--- src/rtl/cnt_sched_pkg.sv ---
// Shared types and helpers for the counter time-share scheduler.
// Latency: n/a (types, constants and a combinational helper only).
// Backpressure: n/a.
// Contents: FSM state enum, default sizing constants, one-hot to index helper.
package cnt_sched_pkg;

    localparam int NUM_REQ_DEF = 4;
    localparam int CNT_W_DEF   = 8;
    // Largest supported requester count; sizes the one-hot helper argument.
    localparam int MAX_REQ     = 8;

    typedef enum logic {
        IDLE = 1'b0,
        RUN  = 1'b1
    } state_e;

    // OR of set-bit positions; exact for a one-hot (or all-zero) input.
    function automatic logic [2:0] oh2idx(input logic [MAX_REQ-1:0] oh);
        logic [2:0] idx;
        idx = '0;
        for (int i = 0; i < MAX_REQ; i++) begin
            if (oh[i]) begin
                idx = idx | 3'(i);
            end
        end
        return idx;
    endfunction

endpackage

--- src/rtl/cnt_sched_arb.sv ---
// Winner selection among eligible requesters (round-robin or fixed priority).
// Latency: purely combinational, zero cycles.
// Backpressure: none; the FSM only consults the result while idle.
// Ports: elig_i eligible vector, rr_ptr_i last winner (round-robin build only),
//        win_oh_o one-hot winner, win_idx_o winner index, win_vld_o any eligible.
// Build option: CNT_SCHED_FIXED_PRIO_EN selects lowest-index-wins, no pointer.
module cnt_sched_arb
    import cnt_sched_pkg::*;
#(
    parameter int NUM_REQ = NUM_REQ_DEF,
    localparam int IDX_W  = $clog2(NUM_REQ)
) (
    input  logic [NUM_REQ-1:0] elig_i,
`ifndef CNT_SCHED_FIXED_PRIO_EN
    input  logic [IDX_W-1:0]   rr_ptr_i,
`endif
    output logic [NUM_REQ-1:0] win_oh_o,
    output logic [IDX_W-1:0]   win_idx_o,
    output logic               win_vld_o
);

`ifdef CNT_SCHED_FIXED_PRIO_EN
    // Walk downward so the lowest eligible index is the last to overwrite.
    always_comb begin
        win_oh_o = '0;
        for (int i = NUM_REQ - 1; i >= 0; i--) begin
            if (elig_i[i]) begin
                win_oh_o    = '0;
                win_oh_o[i] = 1'b1;
            end
        end
    end
`else
    int               cand;
    logic [IDX_W-1:0] cand_idx;
    logic             found;

    // Search starts one past the previous winner and wraps around.
    always_comb begin
        win_oh_o = '0;
        found    = 1'b0;
        cand     = 0;
        cand_idx = '0;
        for (int k = 1; k <= NUM_REQ; k++) begin
            cand = int'(rr_ptr_i) + k;
            if (cand >= NUM_REQ) begin
                cand = cand - NUM_REQ;
            end
            cand_idx = IDX_W'(cand);
            if (!found && elig_i[cand_idx]) begin
                win_oh_o[cand_idx] = 1'b1;
                found              = 1'b1;
            end
        end
    end
`endif

    assign win_vld_o = |elig_i;
    assign win_idx_o = IDX_W'(oh2idx(MAX_REQ'(win_oh_o)));

endmodule

--- src/rtl/cnt_sched.sv ---
// Time-shares one up-counter among NUM_REQ requesters; the winner sees count 0..L.
// Latency: req to gnt 1 cycle; final count to done 1 cycle; done to next gnt >= 1 cycle.
// Backpressure: none; losers simply keep req high, dropping req mid-run cancels.
// Ports: clk, reset (sync, active-high), req/req_len in; gnt/done/count/busy out.
// Build option: CNT_SCHED_FIXED_PRIO_EN selects fixed priority (no rr pointer).
module cnt_sched
    import cnt_sched_pkg::*;
#(
    parameter int NUM_REQ = NUM_REQ_DEF,
    parameter int CNT_W   = CNT_W_DEF
) (
    input  logic                     clk,
    input  logic                     reset,
    input  logic [NUM_REQ-1:0]       req,
    input  logic [NUM_REQ*CNT_W-1:0] req_len,
    output logic [NUM_REQ-1:0]       gnt,
    output logic [NUM_REQ-1:0]       done,
    output logic [CNT_W-1:0]         count,
    output logic                     busy
);

    localparam int IDX_W = $clog2(NUM_REQ);

    state_e             state_q, state_d;
    logic [NUM_REQ-1:0] gnt_q, gnt_d;
    logic [NUM_REQ-1:0] done_q, done_d;
    logic [CNT_W-1:0]   count_q, count_d;
    logic [CNT_W-1:0]   len_q, len_d;
    logic               busy_q, busy_d;

    logic [NUM_REQ-1:0] elig;
    logic [NUM_REQ-1:0] win_oh;
    logic [IDX_W-1:0]   win_idx;
    logic               win_vld;

    // A requester completing this cycle must not immediately win again.
    assign elig = req & ~done_q;

`ifndef CNT_SCHED_FIXED_PRIO_EN
    logic [IDX_W-1:0] rr_q, rr_d;
`endif

    cnt_sched_arb #(
        .NUM_REQ (NUM_REQ)
    ) u_arb (
        .elig_i    (elig),
`ifndef CNT_SCHED_FIXED_PRIO_EN
        .rr_ptr_i  (rr_q),
`endif
        .win_oh_o  (win_oh),
        .win_idx_o (win_idx),
        .win_vld_o (win_vld)
    );

    always_comb begin
        state_d = state_q;
        gnt_d   = gnt_q;
        done_d  = '0;
        count_d = count_q;
        len_d   = len_q;
        busy_d  = busy_q;
`ifndef CNT_SCHED_FIXED_PRIO_EN
        rr_d    = rr_q;
`endif
        case (state_q)
            IDLE: begin
                if (win_vld) begin
                    state_d = RUN;
                    gnt_d   = win_oh;
                    busy_d  = 1'b1;
                    count_d = '0;
                    len_d   = req_len[win_idx*CNT_W +: CNT_W];
`ifndef CNT_SCHED_FIXED_PRIO_EN
                    rr_d    = win_idx;
`endif
                end
            end
            RUN: begin
                // Withdrawal wins over completion: no done when req drops.
                if (~|(req & gnt_q)) begin
                    state_d = IDLE;
                    gnt_d   = '0;
                    busy_d  = 1'b0;
                    count_d = '0;
                end else if (count_q == len_q) begin
                    state_d = IDLE;
                    gnt_d   = '0;
                    busy_d  = 1'b0;
                    count_d = '0;
                    done_d  = gnt_q;
                end else begin
                    count_d = count_q + 1'b1;
                end
            end
            default: begin
                state_d = IDLE;
                gnt_d   = '0;
                busy_d  = 1'b0;
                count_d = '0;
            end
        endcase
    end

    always_ff @(posedge clk) begin
        if (reset) begin
            state_q <= IDLE;
            gnt_q   <= '0;
            done_q  <= '0;
            count_q <= '0;
            len_q   <= '0;
            busy_q  <= 1'b0;
`ifndef CNT_SCHED_FIXED_PRIO_EN
            rr_q    <= IDX_W'(NUM_REQ - 1);
`endif
        end else begin
            state_q <= state_d;
            gnt_q   <= gnt_d;
            done_q  <= done_d;
            count_q <= count_d;
            len_q   <= len_d;
            busy_q  <= busy_d;
`ifndef CNT_SCHED_FIXED_PRIO_EN
            rr_q    <= rr_d;
`endif
        end
    end

    assign gnt   = gnt_q;
    assign done  = done_q;
    assign count = count_q;
    assign busy  = busy_q;

endmodule
--- config.mk ---
export PLATFORM = sky130hd
export DESIGN_NAME = cnt_sched
export DESIGN_NICKNAME = d
export VERILOG_FILES = /design/src/rtl/cnt_sched_pkg.sv /design/src/rtl/cnt_sched_arb.sv /design/src/rtl/cnt_sched.sv
export SDC_FILE = /design/constraint.sdc
export NUM_CORES = 1
export LEC_CHECK = 0
export ABC_AREA = 1
export ABC_CLOCK_PERIOD_IN_PS = 2900
export CAP_MARGIN = 20
export CORE_ASPECT_RATIO = 1.25
export CORE_MARGIN = 1.5
export CORE_UTILIZATION = 50
export CTS_BUF_LIST = sky130_fd_sc_hd__clkbuf_8
export DETAILED_ROUTE_END_ITERATION = 12
export PLACE_DENSITY = 0.82
export RECOVER_POWER = 50
export SYNTH_ARGS = -nofsm -noshare
export SYNTH_HDL_FRONTEND = slang
export SYNTH_SLANG_ARGS = --single-unit
--- constraint.sdc ---
create_clock -name clk -period 2.9 [get_ports clk]
set_input_delay 0.58 -clock clk [delete_from_list [all_inputs] [get_ports clk]]
set_output_delay 0.58 -clock clk [all_outputs]
set_load 0.01 [all_outputs]
==> qor.csv, run 1 <==
metric;value;unit
fin_skew;1.817;ps
clock_sinks;28;
arrival;2770;ps
clk_pin_slew;90;ps
avgRoutedWirePerCell;11.85;microns
synth_seq_cells;28;
grt_pass1_vias;1915;
powerDensity;921.3;nW/um^2
avgSynthCellArea;6.401;sq um
antenna_cells;0;
yosysWarnings;0;
cp_max_fo;17;
die_area;4479;sq um
finalSetupViolations;0;
cp.required;3080;ps
gr-total-overflow;0;
cap_violations;0;
cp-end-kind;flop;
ios;55;
cts_setup_buffers;0;
route.detailed.drc;0;
hold_viol;0;
hold_class;flop to flop;
hpwl;3.991;mm
syn-cell-area;2042;sq um
clk_latency;280;ps
cts_tree;yes;
p_leak;1.321;nW
core_area;3847;sq um
worstReg2RegEnd;len_q[5];
vias_per_cell;4.918;
rsz0062_at_grt;no;
cts_resized;0;
firstDrtPassIters;4;
fin_setup_tns;0;ps
fp.dieW;60.16;microns
place.port_buffers;54;
syn_to_final_growth;30.64;%
cts_max_path_buffers;2;
ir_worst_vdd;522.2;uV
hold_start;busy;
r2r-start;rr_q[0];
first_iter_violations;81;
wirelength;5.047;mm
die_h;74.45;microns
drtAntennaViolNets;0;
rrSetupSlack;310;ps
cts_root_buf;clkbuf_8;
rows;25;
layout-drive-gt1-share;8.602;%
grt_max_degree;23;
min_path_cells;2;
syn_nets;366;
hold-path-endpoint;busy;
period_needed;2588;ps
synth_cells;319;
initial_utilization;53.07;%
fmax;386.4;MHz
outcome;finished, final reports clean;
fillers;347;
startpoint_type;flop;
rr_worst_depth;16;
cts-hold-fix-buffers;0;
place_inst;423;
fin_crit_sh;89.24;%
grt_pass1_wl;8.273;mm
grtUsageTotal;23.70;%
slew_headroom;67.70;%
slew_violations;0;
worst-setup-path-type;flop to flop;
nets;421;
tightest_slew;477.8;ps
vias;2095;
yosysSeqAreaShare;27.45;%
globalplace.congestion;0.8330;
fin_cells;426;
cts_made_buffers;3;
crit_start;rr_q[0];
ys_types;29;
htreeDepth;1;
antenna_found_initial;0;
[cells in the final DEF (no fill, tap or decap), drive strengths merged, types with 2 or more instances in the layout]
cell type,n
nand4,3
ha,9
nor2,67
clkdlybuf4s50,36
clkinv,3
nand3,34
nand2,82
dfxtp,28
xor2,9
dlygate4sd3,18
inv,41
clkbuf,3
a211oi,2
o22ai,2
buf,2
o21ai,13
xnor2,3
a21oi,10
nor3,2
a221oi,2
[report_power, final]
part / internal, W / switching (W)
clock: 0.0000935 / 0.000115
combinational: 0.000594 / 0.00110
sequential: 0.000472 / 0.0000848
[layout make-up]
cell class	instances	area (sq um)	share of cell area, %
multi-input combinational	241	1275	47.80
inverter	44	167.7	6.285
sequential	28	560.5	21.01
clock buffer	3	41.29	1.548
timing repair buffer	56	555.5	20.83
tap	54	67.56	2.533
[Yosys cell counts (all sizes together)]
| cell type | instances | area [sq um] |
|---|---|---|
| nor2 | 67 | 291.5 |
| a221oi | 2 | 17.52 |
| nand4 | 3 | 18.77 |
| nand2 | 82 | 347.8 |
| dfxtp | 28 | 560.5 |
| inv | 41 | 156.4 |
| clkinv | 3 | 11.26 |
| ha | 9 | 112.6 |
| a211oi | 2 | 15.01 |
| o32ai | 1 | 8.760 |
| buf | 3 | 27.52 |
| nor4 | 1 | 6.260 |
| nand3 | 34 | 205.2 |
| o22ai | 2 | 12.51 |
| a21oi | 10 | 50.05 |
| nor3 | 2 | 10.01 |
| xor2 | 9 | 78.83 |
| nor4b | 1 | 8.760 |
| xnor2 | 3 | 26.28 |
| o21ai | 13 | 65.06 |
| clkbuf | 3 | 11.26 |
[worst max path at each step]
stage	end	slack [ps]	cells past startpoint
after floorplan	len_q[0]	730	17
after CTS	len_q[5]	300	16
after detailed placement	len_q[5]	180	14
final	len_q[5]	310	16
after global placement	len_q[5]	210	14
after global routing	len_q[0]	70	16
[through the flow]
stage / utilization, % / total power (W) / hold slack, ps / worst slack (ps) / area, sq um
after floorplan: - / 0.001930 / 457.0 / 732.6 / 2042
after global placement: 68.26 / 0.002241 / 450.4 / 205.9 / 2626
after detailed placement: 68.26 / 0.002261 / 451.2 / 177.9 / 2626
after CTS: 69.33 / 0.002469 / 464.2 / 302.5 / 2668
after global routing: 69.33 / 0.002699 / 483.3 / 65.04 / 2668
final: 69.33 / 0.002458 / 458.0 / 312.1 / 2668
[worst max-delay path, stage by stage, from the launching register on]
cell and delay [ps]:
dfxtp_1 530, inv_2 180, ha_1 370, inv_1 100
nand3_2 100, nand2_4 120, inv_4 60, nand2_2 50
nand2_1 50, clkinv_1 60, nand2_2 60, nor2_4 260
nand2_4 200, nand2_1 120, nor2_1 40, nor2_1 130
nor2_1 50
[cell families (layout without fill, tap and decap cells)]
group,after synthesis,count (layout),synth area share (%)
and+or+nand+nor,190,190,43.50
AOI/OAI and AO/OA,30,30,8.272
buffers and inverters,50,103,10.11
DFF,28,28,27.45
xor gates and xnor gates,12,12,5.148
adders and majority gates,9,9,5.515
[per-layer routing]
metal / GRT usage [%] / vias up / routed length [microns]
li1: - / 1109 / -
met1: 28.54 / 956 / 2242
met2: 43.72 / 21 / 2649
met3: 2.261 / 9 / 91
met4: 6.914 / 0 / 63
met5: 0 / - / 0
[state kept, by name (all words and copies together) (netlist names)]
| name | count |
|---|---|
| done | 4 |
| len_q | 8 |
| gnt | 4 |
| busy | 1 |
| state_q | 1 |
| rr_q | 2 |
| count | 8 |
Power figures use the tool's default switching activity.
==> run 2, diff against run 1 <==
--- a/config.mk
+++ b/config.mk
@@ -12,6 +12,7 @@
 export CORE_MARGIN = 1.5
 export CORE_UTILIZATION = 50
 export CTS_BUF_LIST = sky130_fd_sc_hd__clkbuf_8
+export CTS_CLUSTER_SIZE = 40
 export DETAILED_ROUTE_END_ITERATION = 12
 export PLACE_DENSITY = 0.82
 export RECOVER_POWER = 50
==> results of run 2 <==
The final DEF is identical to that of run 1; final timing and power are the same.
